==> src/rtl/riscv_ctrl_pkg.sv <==
// Shared encodings for the multicycle RV32 control path: FSM states, opcodes,
// ALU operations, datapath mux selects and the DECODE dispatch helper.
package riscv_ctrl_pkg;

    typedef enum logic [3:0] {
        S_FETCH    = 4'd0,
        S_DECODE   = 4'd1,
        S_MEMADR   = 4'd2,
        S_MEMREAD  = 4'd3,
        S_MEMWB    = 4'd4,
        S_MEMWRITE = 4'd5,
        S_EXEC_R   = 4'd6,
        S_EXEC_I   = 4'd7,
        S_ALUWB    = 4'd8,
        S_BEQ      = 4'd9,
        S_JAL      = 4'd10,
        S_JAL_PC   = 4'd11,
        S_TRAP     = 4'd12
    } state_t;

    localparam logic [6:0] OP_LOAD   = 7'b0000011;
    localparam logic [6:0] OP_STORE  = 7'b0100011;
    localparam logic [6:0] OP_RTYPE  = 7'b0110011;
    localparam logic [6:0] OP_ITYPE  = 7'b0010011;
    localparam logic [6:0] OP_BRANCH = 7'b1100011;
    localparam logic [6:0] OP_JAL    = 7'b1101111;

    typedef enum logic [3:0] {
        ALU_ADD = 4'b0000,
        ALU_SUB = 4'b0001,
        ALU_AND = 4'b0010,
        ALU_OR  = 4'b0011,
        ALU_XOR = 4'b0100,
        ALU_SLT = 4'b0101,
        ALU_SLL = 4'b0110,
        ALU_SRL = 4'b0111,
        ALU_SRA = 4'b1000
    } alu_ctrl_t;

    // Operation class handed to the ALU decoder by the FSM.
    typedef enum logic [1:0] {
        ALUOP_ADD   = 2'b00,
        ALUOP_SUB   = 2'b01,
        ALUOP_RTYPE = 2'b10,
        ALUOP_ITYPE = 2'b11
    } alu_op_t;

    localparam logic [1:0] RSRC_ALUOUT = 2'b00;
    localparam logic [1:0] RSRC_DATA   = 2'b01;
    localparam logic [1:0] RSRC_ALURES = 2'b10;

    localparam logic [1:0] SRCA_PC     = 2'b00;
    localparam logic [1:0] SRCA_RS1    = 2'b01;

    localparam logic [1:0] SRCB_RS2    = 2'b00;
    localparam logic [1:0] SRCB_FOUR   = 2'b01;
    localparam logic [1:0] SRCB_IMM    = 2'b10;
    localparam logic [1:0] SRCB_ZERO   = 2'b11;

    // Illegal funct3 codes are caught here so the execute states never see them.
    function automatic state_t decode_target(logic [6:0] opcode, logic [2:0] funct3);
        case (opcode)
            OP_LOAD, OP_STORE: return S_MEMADR;
            OP_RTYPE:          return (funct3 == 3'b011) ? S_TRAP : S_EXEC_R;
            OP_ITYPE:          return (funct3 == 3'b011) ? S_TRAP : S_EXEC_I;
            OP_BRANCH:         return (funct3 == 3'b000) ? S_BEQ : S_TRAP;
            OP_JAL:            return S_JAL;
            default:           return S_TRAP;
        endcase
    endfunction

endpackage

==> src/rtl/multicycle_ctrl_if.sv <==
// Control/datapath bundle between multicycle_ctrl (master) and the RV32 datapath.
// MULTICYCLE_CTRL_PERF_EN adds the cycle_cnt/instret_cnt counter outputs.
interface multicycle_ctrl_if;

    logic [31:0] instr;
    logic        zero;
    logic        mem_ready;
    logic        stall;
    logic        mem_write;
    logic        reg_write;
    logic        ir_write;
    logic        pc_write;
    logic        instruction_or_data;
    logic [1:0]  result_src;
    logic [1:0]  alu_src_a;
    logic [1:0]  alu_src_b;
    logic [3:0]  alu_control;
    logic        illegal_instr;
    logic [3:0]  state_o;
`ifdef MULTICYCLE_CTRL_PERF_EN
    logic [31:0] cycle_cnt;
    logic [31:0] instret_cnt;
`endif

    modport master (
        input  instr, zero, mem_ready, stall,
        output mem_write, reg_write, ir_write, pc_write, instruction_or_data,
        output result_src, alu_src_a, alu_src_b, alu_control, illegal_instr, state_o
`ifdef MULTICYCLE_CTRL_PERF_EN
        , output cycle_cnt, instret_cnt
`endif
    );

    modport slave (
        output instr, zero, mem_ready, stall,
        input  mem_write, reg_write, ir_write, pc_write, instruction_or_data,
        input  result_src, alu_src_a, alu_src_b, alu_control, illegal_instr, state_o
`ifdef MULTICYCLE_CTRL_PERF_EN
        , input cycle_cnt, instret_cnt
`endif
    );

endinterface

==> src/rtl/alu_decoder.sv <==
// Combinational ALU decoder: maps op class plus funct3/funct7b5 to alu_control.
module alu_decoder
    import riscv_ctrl_pkg::*;
(
    input  alu_op_t    alu_op_i,
    input  logic [2:0] funct3_i,
    input  logic       funct7b5_i,
    output alu_ctrl_t  alu_control_o
);

    always_comb begin
        alu_control_o = ALU_ADD;
        case (alu_op_i)
            ALUOP_ADD: alu_control_o = ALU_ADD;
            ALUOP_SUB: alu_control_o = ALU_SUB;
            default: begin
                case (funct3_i)
                    // Immediate forms have no SUB; funct7b5 there is immediate data.
                    3'b000:  alu_control_o = (alu_op_i == ALUOP_RTYPE && funct7b5_i) ? ALU_SUB : ALU_ADD;
                    3'b111:  alu_control_o = ALU_AND;
                    3'b110:  alu_control_o = ALU_OR;
                    3'b100:  alu_control_o = ALU_XOR;
                    3'b010:  alu_control_o = ALU_SLT;
                    3'b001:  alu_control_o = ALU_SLL;
                    3'b101:  alu_control_o = funct7b5_i ? ALU_SRA : ALU_SRL;
                    default: alu_control_o = ALU_ADD;
                endcase
            end
        endcase
    end

endmodule

==> src/rtl/multicycle_ctrl.sv <==
// Main control FSM for the multicycle RV32 datapath (lw, sw, R/I ALU, beq, jal).
// Define MULTICYCLE_CTRL_PERF_EN to add cycle and retired-instruction counters.
module multicycle_ctrl
    import riscv_ctrl_pkg::*;
#(
    parameter state_t RESET_STATE = S_FETCH
) (
    input logic               clk,
    input logic               reset,
    multicycle_ctrl_if.master ctrl
);

    state_t     state_q, state_d;
    logic       illegal_q, illegal_d;
    alu_op_t    alu_op;
    alu_ctrl_t  alu_control;
    logic       mem_write, reg_write, ir_write, pc_write, iord;
    logic [1:0] result_src, alu_src_a, alu_src_b;

    always_ff @(posedge clk or posedge reset) begin
        if (reset) begin
            state_q   <= RESET_STATE;
            illegal_q <= 1'b0;
        end else begin
            state_q   <= state_d;
            illegal_q <= illegal_d;
        end
    end

    always_comb begin
        state_d = state_q;
        if (!ctrl.stall) begin
            case (state_q)
                S_FETCH:    if (ctrl.mem_ready) state_d = S_DECODE;
                S_DECODE:   state_d = decode_target(ctrl.instr[6:0], ctrl.instr[14:12]);
                S_MEMADR:   state_d = (ctrl.instr[6:0] == OP_LOAD) ? S_MEMREAD : S_MEMWRITE;
                S_MEMREAD:  if (ctrl.mem_ready) state_d = S_MEMWB;
                S_MEMWB:    state_d = S_FETCH;
                S_MEMWRITE: if (ctrl.mem_ready) state_d = S_FETCH;
                S_EXEC_R:   state_d = S_ALUWB;
                S_EXEC_I:   state_d = S_ALUWB;
                S_ALUWB:    state_d = S_FETCH;
                S_BEQ:      state_d = S_FETCH;
                S_JAL:      state_d = S_JAL_PC;
                S_JAL_PC:   state_d = S_FETCH;
                S_TRAP:     state_d = S_TRAP;
                default:    state_d = S_TRAP;
            endcase
        end
    end

    assign illegal_d = illegal_q | (state_d == S_TRAP);

    always_comb begin
        mem_write  = 1'b0;
        reg_write  = 1'b0;
        ir_write   = 1'b0;
        pc_write   = 1'b0;
        iord       = 1'b0;
        result_src = RSRC_ALUOUT;
        alu_src_a  = SRCA_PC;
        alu_src_b  = SRCB_RS2;
        alu_op     = ALUOP_ADD;
        case (state_q)
            S_FETCH: begin
                alu_src_b  = SRCB_FOUR;
                result_src = RSRC_ALURES;
                ir_write   = ctrl.mem_ready;
                pc_write   = ctrl.mem_ready;
            end
            S_DECODE:   alu_src_b = SRCB_IMM;
            S_MEMADR: begin
                alu_src_a = SRCA_RS1;
                alu_src_b = SRCB_IMM;
            end
            S_MEMREAD:  iord = 1'b1;
            S_MEMWB: begin
                result_src = RSRC_DATA;
                reg_write  = 1'b1;
            end
            S_MEMWRITE: begin
                iord      = 1'b1;
                mem_write = ctrl.mem_ready;
            end
            S_EXEC_R: begin
                alu_src_a = SRCA_RS1;
                alu_op    = ALUOP_RTYPE;
            end
            S_EXEC_I: begin
                alu_src_a = SRCA_RS1;
                alu_src_b = SRCB_IMM;
                alu_op    = ALUOP_ITYPE;
            end
            S_ALUWB:    reg_write = 1'b1;
            S_BEQ: begin
                alu_src_a = SRCA_RS1;
                alu_op    = ALUOP_SUB;
                pc_write  = ctrl.zero;
            end
            S_JAL: begin
                alu_src_b  = SRCB_ZERO;
                result_src = RSRC_ALURES;
                reg_write  = 1'b1;
            end
            S_JAL_PC: begin
                alu_src_b = SRCB_IMM;
                pc_write  = 1'b1;
            end
            default: ;
        endcase
        // A stalled cycle must never commit anything, whatever the state wants.
        if (ctrl.stall) begin
            mem_write = 1'b0;
            reg_write = 1'b0;
            ir_write  = 1'b0;
            pc_write  = 1'b0;
        end
    end

    alu_decoder u_alu_decoder (
        .alu_op_i      (alu_op),
        .funct3_i      (ctrl.instr[14:12]),
        .funct7b5_i    (ctrl.instr[30]),
        .alu_control_o (alu_control)
    );

    // Reset gates the outputs combinationally so an aborted access cannot write.
    assign ctrl.mem_write           = mem_write & ~reset;
    assign ctrl.reg_write           = reg_write & ~reset;
    assign ctrl.ir_write            = ir_write & ~reset;
    assign ctrl.pc_write            = pc_write & ~reset;
    assign ctrl.instruction_or_data = iord & ~reset;
    assign ctrl.result_src          = reset ? RSRC_ALUOUT : result_src;
    assign ctrl.alu_src_a           = reset ? SRCA_PC : alu_src_a;
    assign ctrl.alu_src_b           = reset ? SRCB_RS2 : alu_src_b;
    assign ctrl.alu_control         = reset ? ALU_ADD : alu_control;
    assign ctrl.illegal_instr       = illegal_q;
    assign ctrl.state_o             = state_q;

`ifdef MULTICYCLE_CTRL_PERF_EN
    logic [31:0] cycle_cnt_q, instret_cnt_q;
    logic        retire;

    always_comb begin
        retire = (state_d == S_FETCH) &&
                 (state_q inside {S_MEMWB, S_MEMWRITE, S_ALUWB, S_BEQ, S_JAL_PC});
    end

    always_ff @(posedge clk or posedge reset) begin
        if (reset) begin
            cycle_cnt_q   <= 32'd0;
            instret_cnt_q <= 32'd0;
        end else begin
            cycle_cnt_q <= cycle_cnt_q + 32'd1;
            if (retire) instret_cnt_q <= instret_cnt_q + 32'd1;
        end
    end

    assign ctrl.cycle_cnt   = cycle_cnt_q;
    assign ctrl.instret_cnt = instret_cnt_q;
`else
    // Counter outputs are absent from the bundle in this build.
`endif

endmodule
==> src/flat_wrapper.sv <==
// flat-port wrapper written by rule: the top's interface ports become plain ports
module multicycle_ctrl_flat import riscv_ctrl_pkg::*;
#(
    parameter state_t RESET_STATE = S_FETCH
)
  (clk, reset, ctrl_instr, ctrl_zero, ctrl_mem_ready, ctrl_stall, ctrl_mem_write, ctrl_reg_write, ctrl_ir_write, ctrl_pc_write, ctrl_instruction_or_data, ctrl_result_src, ctrl_alu_src_a, ctrl_alu_src_b, ctrl_alu_control, ctrl_illegal_instr, ctrl_state_o);
  multicycle_ctrl_if ctrl_i ();
  input logic clk;
  input logic reset;
  input wire logic [$bits(ctrl_i.instr)-1:0] ctrl_instr;
  input wire logic [$bits(ctrl_i.zero)-1:0] ctrl_zero;
  input wire logic [$bits(ctrl_i.mem_ready)-1:0] ctrl_mem_ready;
  input wire logic [$bits(ctrl_i.stall)-1:0] ctrl_stall;
  output wire logic [$bits(ctrl_i.mem_write)-1:0] ctrl_mem_write;
  output wire logic [$bits(ctrl_i.reg_write)-1:0] ctrl_reg_write;
  output wire logic [$bits(ctrl_i.ir_write)-1:0] ctrl_ir_write;
  output wire logic [$bits(ctrl_i.pc_write)-1:0] ctrl_pc_write;
  output wire logic [$bits(ctrl_i.instruction_or_data)-1:0] ctrl_instruction_or_data;
  output wire logic [$bits(ctrl_i.result_src)-1:0] ctrl_result_src;
  output wire logic [$bits(ctrl_i.alu_src_a)-1:0] ctrl_alu_src_a;
  output wire logic [$bits(ctrl_i.alu_src_b)-1:0] ctrl_alu_src_b;
  output wire logic [$bits(ctrl_i.alu_control)-1:0] ctrl_alu_control;
  output wire logic [$bits(ctrl_i.illegal_instr)-1:0] ctrl_illegal_instr;
  output wire logic [$bits(ctrl_i.state_o)-1:0] ctrl_state_o;
  assign ctrl_i.instr = ctrl_instr;
  assign ctrl_i.zero = ctrl_zero;
  assign ctrl_i.mem_ready = ctrl_mem_ready;
  assign ctrl_i.stall = ctrl_stall;
  assign ctrl_mem_write = ctrl_i.mem_write;
  assign ctrl_reg_write = ctrl_i.reg_write;
  assign ctrl_ir_write = ctrl_i.ir_write;
  assign ctrl_pc_write = ctrl_i.pc_write;
  assign ctrl_instruction_or_data = ctrl_i.instruction_or_data;
  assign ctrl_result_src = ctrl_i.result_src;
  assign ctrl_alu_src_a = ctrl_i.alu_src_a;
  assign ctrl_alu_src_b = ctrl_i.alu_src_b;
  assign ctrl_alu_control = ctrl_i.alu_control;
  assign ctrl_illegal_instr = ctrl_i.illegal_instr;
  assign ctrl_state_o = ctrl_i.state_o;
  multicycle_ctrl #(.RESET_STATE(RESET_STATE)) u_core (.clk(clk), .reset(reset), .ctrl(ctrl_i));
endmodule
==> config.mk <==
export PLATFORM = sky130hd
export DESIGN_NAME = multicycle_ctrl_flat
export DESIGN_NICKNAME = d
export VERILOG_FILES = /design/src/rtl/riscv_ctrl_pkg.sv /design/src/rtl/multicycle_ctrl_if.sv /design/src/rtl/alu_decoder.sv /design/src/rtl/multicycle_ctrl.sv /design/src/flat_wrapper.sv
export SDC_FILE = /design/constraint.sdc
export NUM_CORES = 1
export LEC_CHECK = 0
export BUFFER_PORTS_ARGS = -buffer_cell sky130_fd_sc_hd__buf_2
export CAP_MARGIN = 15
export CELL_PAD_IN_SITES_DETAIL_PLACEMENT = 0
export CELL_PAD_IN_SITES_GLOBAL_PLACEMENT = 1
export CORE_UTILIZATION = 23
export DETAILED_ROUTE_END_ITERATION = 16
export GPL_TIMING_DRIVEN = 0
export PLACE_DENSITY_LB_ADDON = 0.3
export SKIP_LAST_GASP = 1
export SLEW_MARGIN = 25
export SYNTH_ARGS = -nofsm -noshare
export SYNTH_HDL_FRONTEND = slang
export SYNTH_SLANG_ARGS = --single-unit
==> constraint.sdc <==
create_clock -name clk -period 1.69 [get_ports clk]
set_clock_uncertainty 0.15 [all_clocks]
set_input_delay 0.338 -clock clk [delete_from_list [all_inputs] [get_ports clk]]
set_output_delay 0.338 -clock clk [all_outputs]
set_load 0.01 [all_outputs]
* Word-level counts from Yosys, hierarchy flattened
Index checks and enable logic that the tools add are counted.
W data, S select, Z words.
** Storage, ports and cells
- Input port bits :: 37
- Bits in registers :: 5
- Output and inout bits :: 20
- Logic and storage cells :: 79
** Operators by class
- Bitwise gates (word level) :: 7
- Multiplexer cells :: 31
- Eq/ne operators :: 27
- Reductions and logical operators :: 12
** Operators by type and width (number)
- $mux W4 :: 8
- $pmux W4 S8 :: 1
- $pmux W4 S7 :: 1
- $eq A4 B4 Y1 const B :: 5
- $pmux W4 S5 :: 1
- $eq A4 B3 Y1 const B :: 4
- $eq A7 B6 Y1 const B :: 2
- $eq A7 B7 Y1 const B :: 2
- $eq A3 B3 Y1 const B :: 4
- $pmux W2 S3 :: 2
- $reduce_or A4 Y1 :: 3
- $mux W1 :: 11
- $eq A4 B2 Y1 const B :: 2
- $pmux W4 S2 :: 1
- $reduce_or A2 Y1 :: 4
- $eq A7 B2 Y1 const B :: 1
- $eq A7 B5 Y1 const B :: 1
- $eq A3 B2 Y1 const B :: 2
- $mux W3 :: 2
- $and A1 B1 Y1 :: 5
- $eq A4 B1 Y1 const B :: 1
- $logic_not A4 Y1 :: 1
- $mux W2 :: 2
- $pmux W2 S2 :: 1
- other kinds (10) :: 10

* Logic depth before layout (Yosys ltp)
- Depth in word-level cells :: 8
- Mapped depth :: 6

* By module
Synthesis repeated with hierarchy kept, for this count alone.
** Second synthesis, totals
- Cells, all modules :: 119
- Area total of the unflattened synthesis :: 829.5 µm²
** By module, submodules not included
- multicycle_ctrl :: times used 1, sequential area each 125.1 µm², cells an instance 102, area an instance 735.7 µm²
- alu_decoder :: times used 1, sequential area each 0.0 µm², cells an instance 17, area an instance 93.8 µm²

* Worst setup path after synthesis
No wires, ideal clock.
- Path kind :: register -> output
- Start :: register u_core.state_q[1], in the netlist u_core.ctrl.state_o[1]
- End :: output port ctrl_alu_control[2]
- Buffers on the path :: 1
- Data required time :: 1202 ps
- Arrival :: 1482 ps
- Stages on the path, launching flop included :: 4
- Setup slack :: -280 ps
- Cell sequence :: dfrtp_1 clkbuf_1 nand4_1 a2111oi_0
** On the way
- Word-level cells in the longest chain between the ends :: 5
** Ends and longest elaborated chain
- from (decl) :: RTL line multicycle_ctrl.sv:13 : state_t state_q, state_d;
- from (signal assigned) :: RTL line multicycle_ctrl.sv:25 : state_q <= state_d;
- $eq A4 B4 Y1 or $eq A4 B3 Y1 (tied branches) :: RTL line multicycle_ctrl.sv:64 : case (state_q)
- $pmux W2 S3 * :: RTL line multicycle_ctrl.sv:64
- $eq A2 B1 Y1 or $logic_not A2 Y1 (tied branches) :: RTL line alu_decoder.sv:13 : case (alu_op_i)
- $pmux W4 S2 * :: RTL line alu_decoder.sv:13
- $mux W4 * :: RTL line multicycle_ctrl.sv:136 : assign ctrl.alu_control = reset ? ALU_ADD : alu_control;
- to (decl) :: RTL line flat_wrapper.sv:22 : output wire logic [$bits(ctrl_i.alu_control)-1:0] ctrl_alu_control;
Every way passes the cells marked *; elsewhere a longest branch is shown, timed or not.

* Worst setup path after layout
- Start :: register u_core.state_q[0], in the netlist u_core.ctrl.state_o[0]
- End :: output port ctrl_alu_control[0]
** On the way
- Word-level cells in the longest chain between the ends :: 8
** Ends and longest elaborated chain
- $eq A4 B4 Y1 or $eq A4 B3 Y1 (tied branches) :: RTL line multicycle_ctrl.sv:64
- $pmux W2 S3 * :: RTL line multicycle_ctrl.sv:64
- $eq A2 B2 Y1 :: RTL line alu_decoder.sv:19 : 3'b000: alu_control_o = (alu_op_i == ALUOP_RTYPE && funct7b5_i) ? ALU_SUB : ALU_ADD;
- $logic_and A1 B1 Y1 :: RTL line alu_decoder.sv:19
- $mux W1 :: RTL line alu_decoder.sv:19
- $pmux W4 S7 :: RTL line alu_decoder.sv:17 : case (funct3_i)
- $pmux W4 S2 * :: RTL line alu_decoder.sv:13
- $mux W4 * :: RTL line multicycle_ctrl.sv:136
Marks and branches as above.

==> flow_summary_export.csv <==
group,metric,value,unit
run_status,run_status,"complete, but fails checks",
run_status,failed_checks,"negative setup slack",
sta,clock.fmax,517,MHz
power,leakage,0.577,nW
grt,gr-usage-all-layers,15.1,%
power,max-vdd-ir-drop,0.297,mV
placement,placement.io_buffers,29,
synthesis,yosysUniqueCellTypes,44,
layout,nFillCells,349,
floorplanning,die_h,60.8,um
layout,synthToLayoutAreaGrowth,65.5,%
setup_path,arrival_time_at_the_worst_endpoint,1450,ps
synthesis,post-synth-top-count-cell,"nor2_1",
floorplanning,floorplan.die_area,3690,um^2
floorplanning,num_io_pins,57,
layout,fin_util,41.7,%
route,avg_wl_per_cell,12.8,um
grt,grt_max_degree,11,
synthesis,synth_area,795,um^2
clocking,numCtsBuffers,3,
sta,timing_hold_violations_final,0,
synthesis,number_of_nets_in_the_synthesized_netlist,154,
floorplanning,die_w,60.8,um
layout,drive_gt1_share,49.7,%
clocking,clock_insertion_delay_worst_skew,240,ps
grt,grt_antenna_before_repair,0,
sta,timing.final.max_slew_violations,0,
route,drc,0,
sta,finalWorstPathRequiredPeriod,1930,ps
setup_path,critical_path_class,"reg -> out",
route,drt_first_iter_violations,29,
synthesis,postSynth.asyncResetShare,100,%
clocking,htree_num_levels,1,
layout,final_design_area_no_fill,1320,um^2
clocking,longest_clk_path_bufs,2,
synthesis,number_of_instances_in_the_synthesized_netlist,117,
sta,grt_setup_unrepaired,"yes",
power,fin_total_pwr,0.00138,W
worst_hold_path,timing.hold.worst.class,"reg -> reg",
layout,layout.nets,203,
floorplanning,core_footprint,3150,um^2
grt,grt_first_pass_wirelength,4250,um
clocking,cts_sinks,5,
flow_run,maxCapViolCount,0,
synthesis,ys_dominant_reg_cell,"dfrtp_1",
synthesis,synthDominantAreaCellType,"dfrtp_1",
synthesis,netlist_top_cells_area,"dfrtp_1 16%, nor2_1 5.2%, a21oi_1 5.0%, nand2_1 4.7%, nor3_1 4.4%",
synthesis,synth_enable_flop_cells,0,
sta,setup-violations-final,16,
synthesis,ys_seq_area_share,15.7,%
setup_path,crit_path_end_kind,"output pin",
grt,grt_pass1_vias,972,
route,drt_first_pass_iters,4,
sta,final_min_period_over_clock_period,114,%
clocking,cts_root_buffer,"clkbuf_4",
setup_path,worstSetupStartpointType,"flip-flop",
placement,post_dp_cell_area,1050,um^2
power,cellPowerDensity,1050,nW/um^2
sta,timing.setup.tns,-2740,ps
layout,antennaDiodeCount,0,
route,wl,2680,um
clocking,cts.reportedPaths.clkPinSlew,40,ps
synthesis,synth_area_per_cell,6.79,um^2
synthesis,synth_top_area_share,15.7,%
route,route.antenna.remaining_nets,0,
placement,dp_hpwl,1850,um
route,viasPerCell,5.02,
route,route.vias.total,1049,
setup_path,worst_ep_required_time,1200,ps
sta,timing.hold.ws,317,ps
synthesis,synthesis.yosys.warnings,0,
synthesis,synth_seq_cells,5,
clocking,clock_tree_from_tritoncts,"yes",
synthesis,synth.cells.most_frequent,"11 x nor2_1, 10 x nand2_1, 8 x a21oi_1, 7 x nor3_1",
grt,gr-total-overflow,0,
placement,place_congestion,0.753,
floorplanning,initial_core_util,25.2,%
setup_path,maximum_fanout_along_the_worst_path,6,
floorplanning,num_rows,20,
sta,setup_slack,-243,ps
-- layout make-up --
class	count	area [um^2]	area share [%]
Timing Repair Buffer	45	304	23.1
Sequential cell	5	129	9.80
Clock buffer	4	26.3	2.00
Tap cell	44	55.1	4.19
Inverter	5	21.3	1.62
Multi-Input combinational cell	95	681	51.8
Buffer	11	98.8	7.52
-- metrics by stage --
| step | cells | setup slack [ps] |
|---|---|---|
| floorplan | 117 | -112 |
| global placement | 190 | -293 |
| detailed placement | 190 | -334 |
| CTS | 209 | -265 |
| global route | 209 | -382 |
| finish | 209 | -243 |
-- placed cells by master, fill, tap and decap left out, types with 3 or more instances in the layout --
master	count
buf_6	3
o21ai_0	4
buf_2	30
nor2_1	9
nor2b_1	4
nor4b_1	3
dfrtp_2	3
nor3_2	3
nand4_1	3
a21oi_1	8
nand2_1	9
nor3_1	4
clkbuf_1	3
nand2b_1	3
buf_4	13
clkbuf_4	4
nor4_2	3
-- power by group --
group	switching, W	leakage [nW]	total, W	internal [W]
logic	0.000532	0.504	0.00104	0.000507
registers	0.0000451	0.0583	0.000211	0.000166
clock network	0.0000466	0.0150	0.000136	0.0000891
total	0.000624	0.577	0.00138	0.000761
-- timing repair --
| action | 4_1_cts | 5_1_grt |
|---|---|---|
| hold buffers | 1 | 0 |
| gates cloned | 1 | 0 |
| setup endpoints to repair | 16 | 17 |
| endpoints found under the hold margin | 5 | 0 |
| pin swaps | 10 | 0 |
| buffers inserted | 14 | 0 |
| resized for setup | 23 | 5 |
-- worst paths after layout --
path	from	to	slack, ps	cells past startpoint
worst max-delay path	u_core.ctrl.state_o[0]$_DFF_PP0_	ctrl_alu_control[0]	-240	6
worst min-delay path	u_core.ctrl.illegal_instr$_DFF_PP0_	u_core.ctrl.illegal_instr$_DFF_PP0_	320	1
worst max register to register	u_core.ctrl.state_o[1]$_DFF_PP0_	u_core.ctrl.illegal_instr$_DFF_PP0_	-180	6
worst min register to register	u_core.ctrl.illegal_instr$_DFF_PP0_	u_core.ctrl.illegal_instr$_DFF_PP0_	320	1
max in group asynchronous	reset	u_core.ctrl.state_o[2]$_DFF_PP0_	610	3
min in group asynchronous	reset	u_core.ctrl.state_o[3]$_DFF_PP0_	570	3
-- metal layers --
metal	global-route usage, %	routed length, um	share of wire [%]	vias up
met4	1.95	0	0	0
met2	30.0	1410	52	25
met3	2.35	93	3.5	0
li1	-	-	-	525
met5	0	0	0	-
met1	17.2	1180	44	499
-- registers in the layout, indices dropped and copies added (netlist names) --
| name | cells |
|---|---|
| u_core.ctrl.illegal_instr | 1 |
| u_core.ctrl.state_o | 4 |
-- worst max-delay path, stage by stage, from the launching register on --
cell	delay (ps)
dfrtp_2	440
nor2_1	110
a21oi_1	70
o22ai_1	190
nand4_1	120
a21oi_1	140
buf_2	150
-- cell families (layout without fill, tap and decap cells) --
logic type,Yosys count,in the layout,synth area share (%)
buffers and inverters,17,65,10.2
AOI/OAI and AO/OA,29,29,24.9
xor gates and xnor gates,3,3,3.31
other,1,1,0.472
DFF,5,5,15.7
and+or+nand+nor,62,62,45.4
Note: power is estimated with default switching activity, not from simulation.
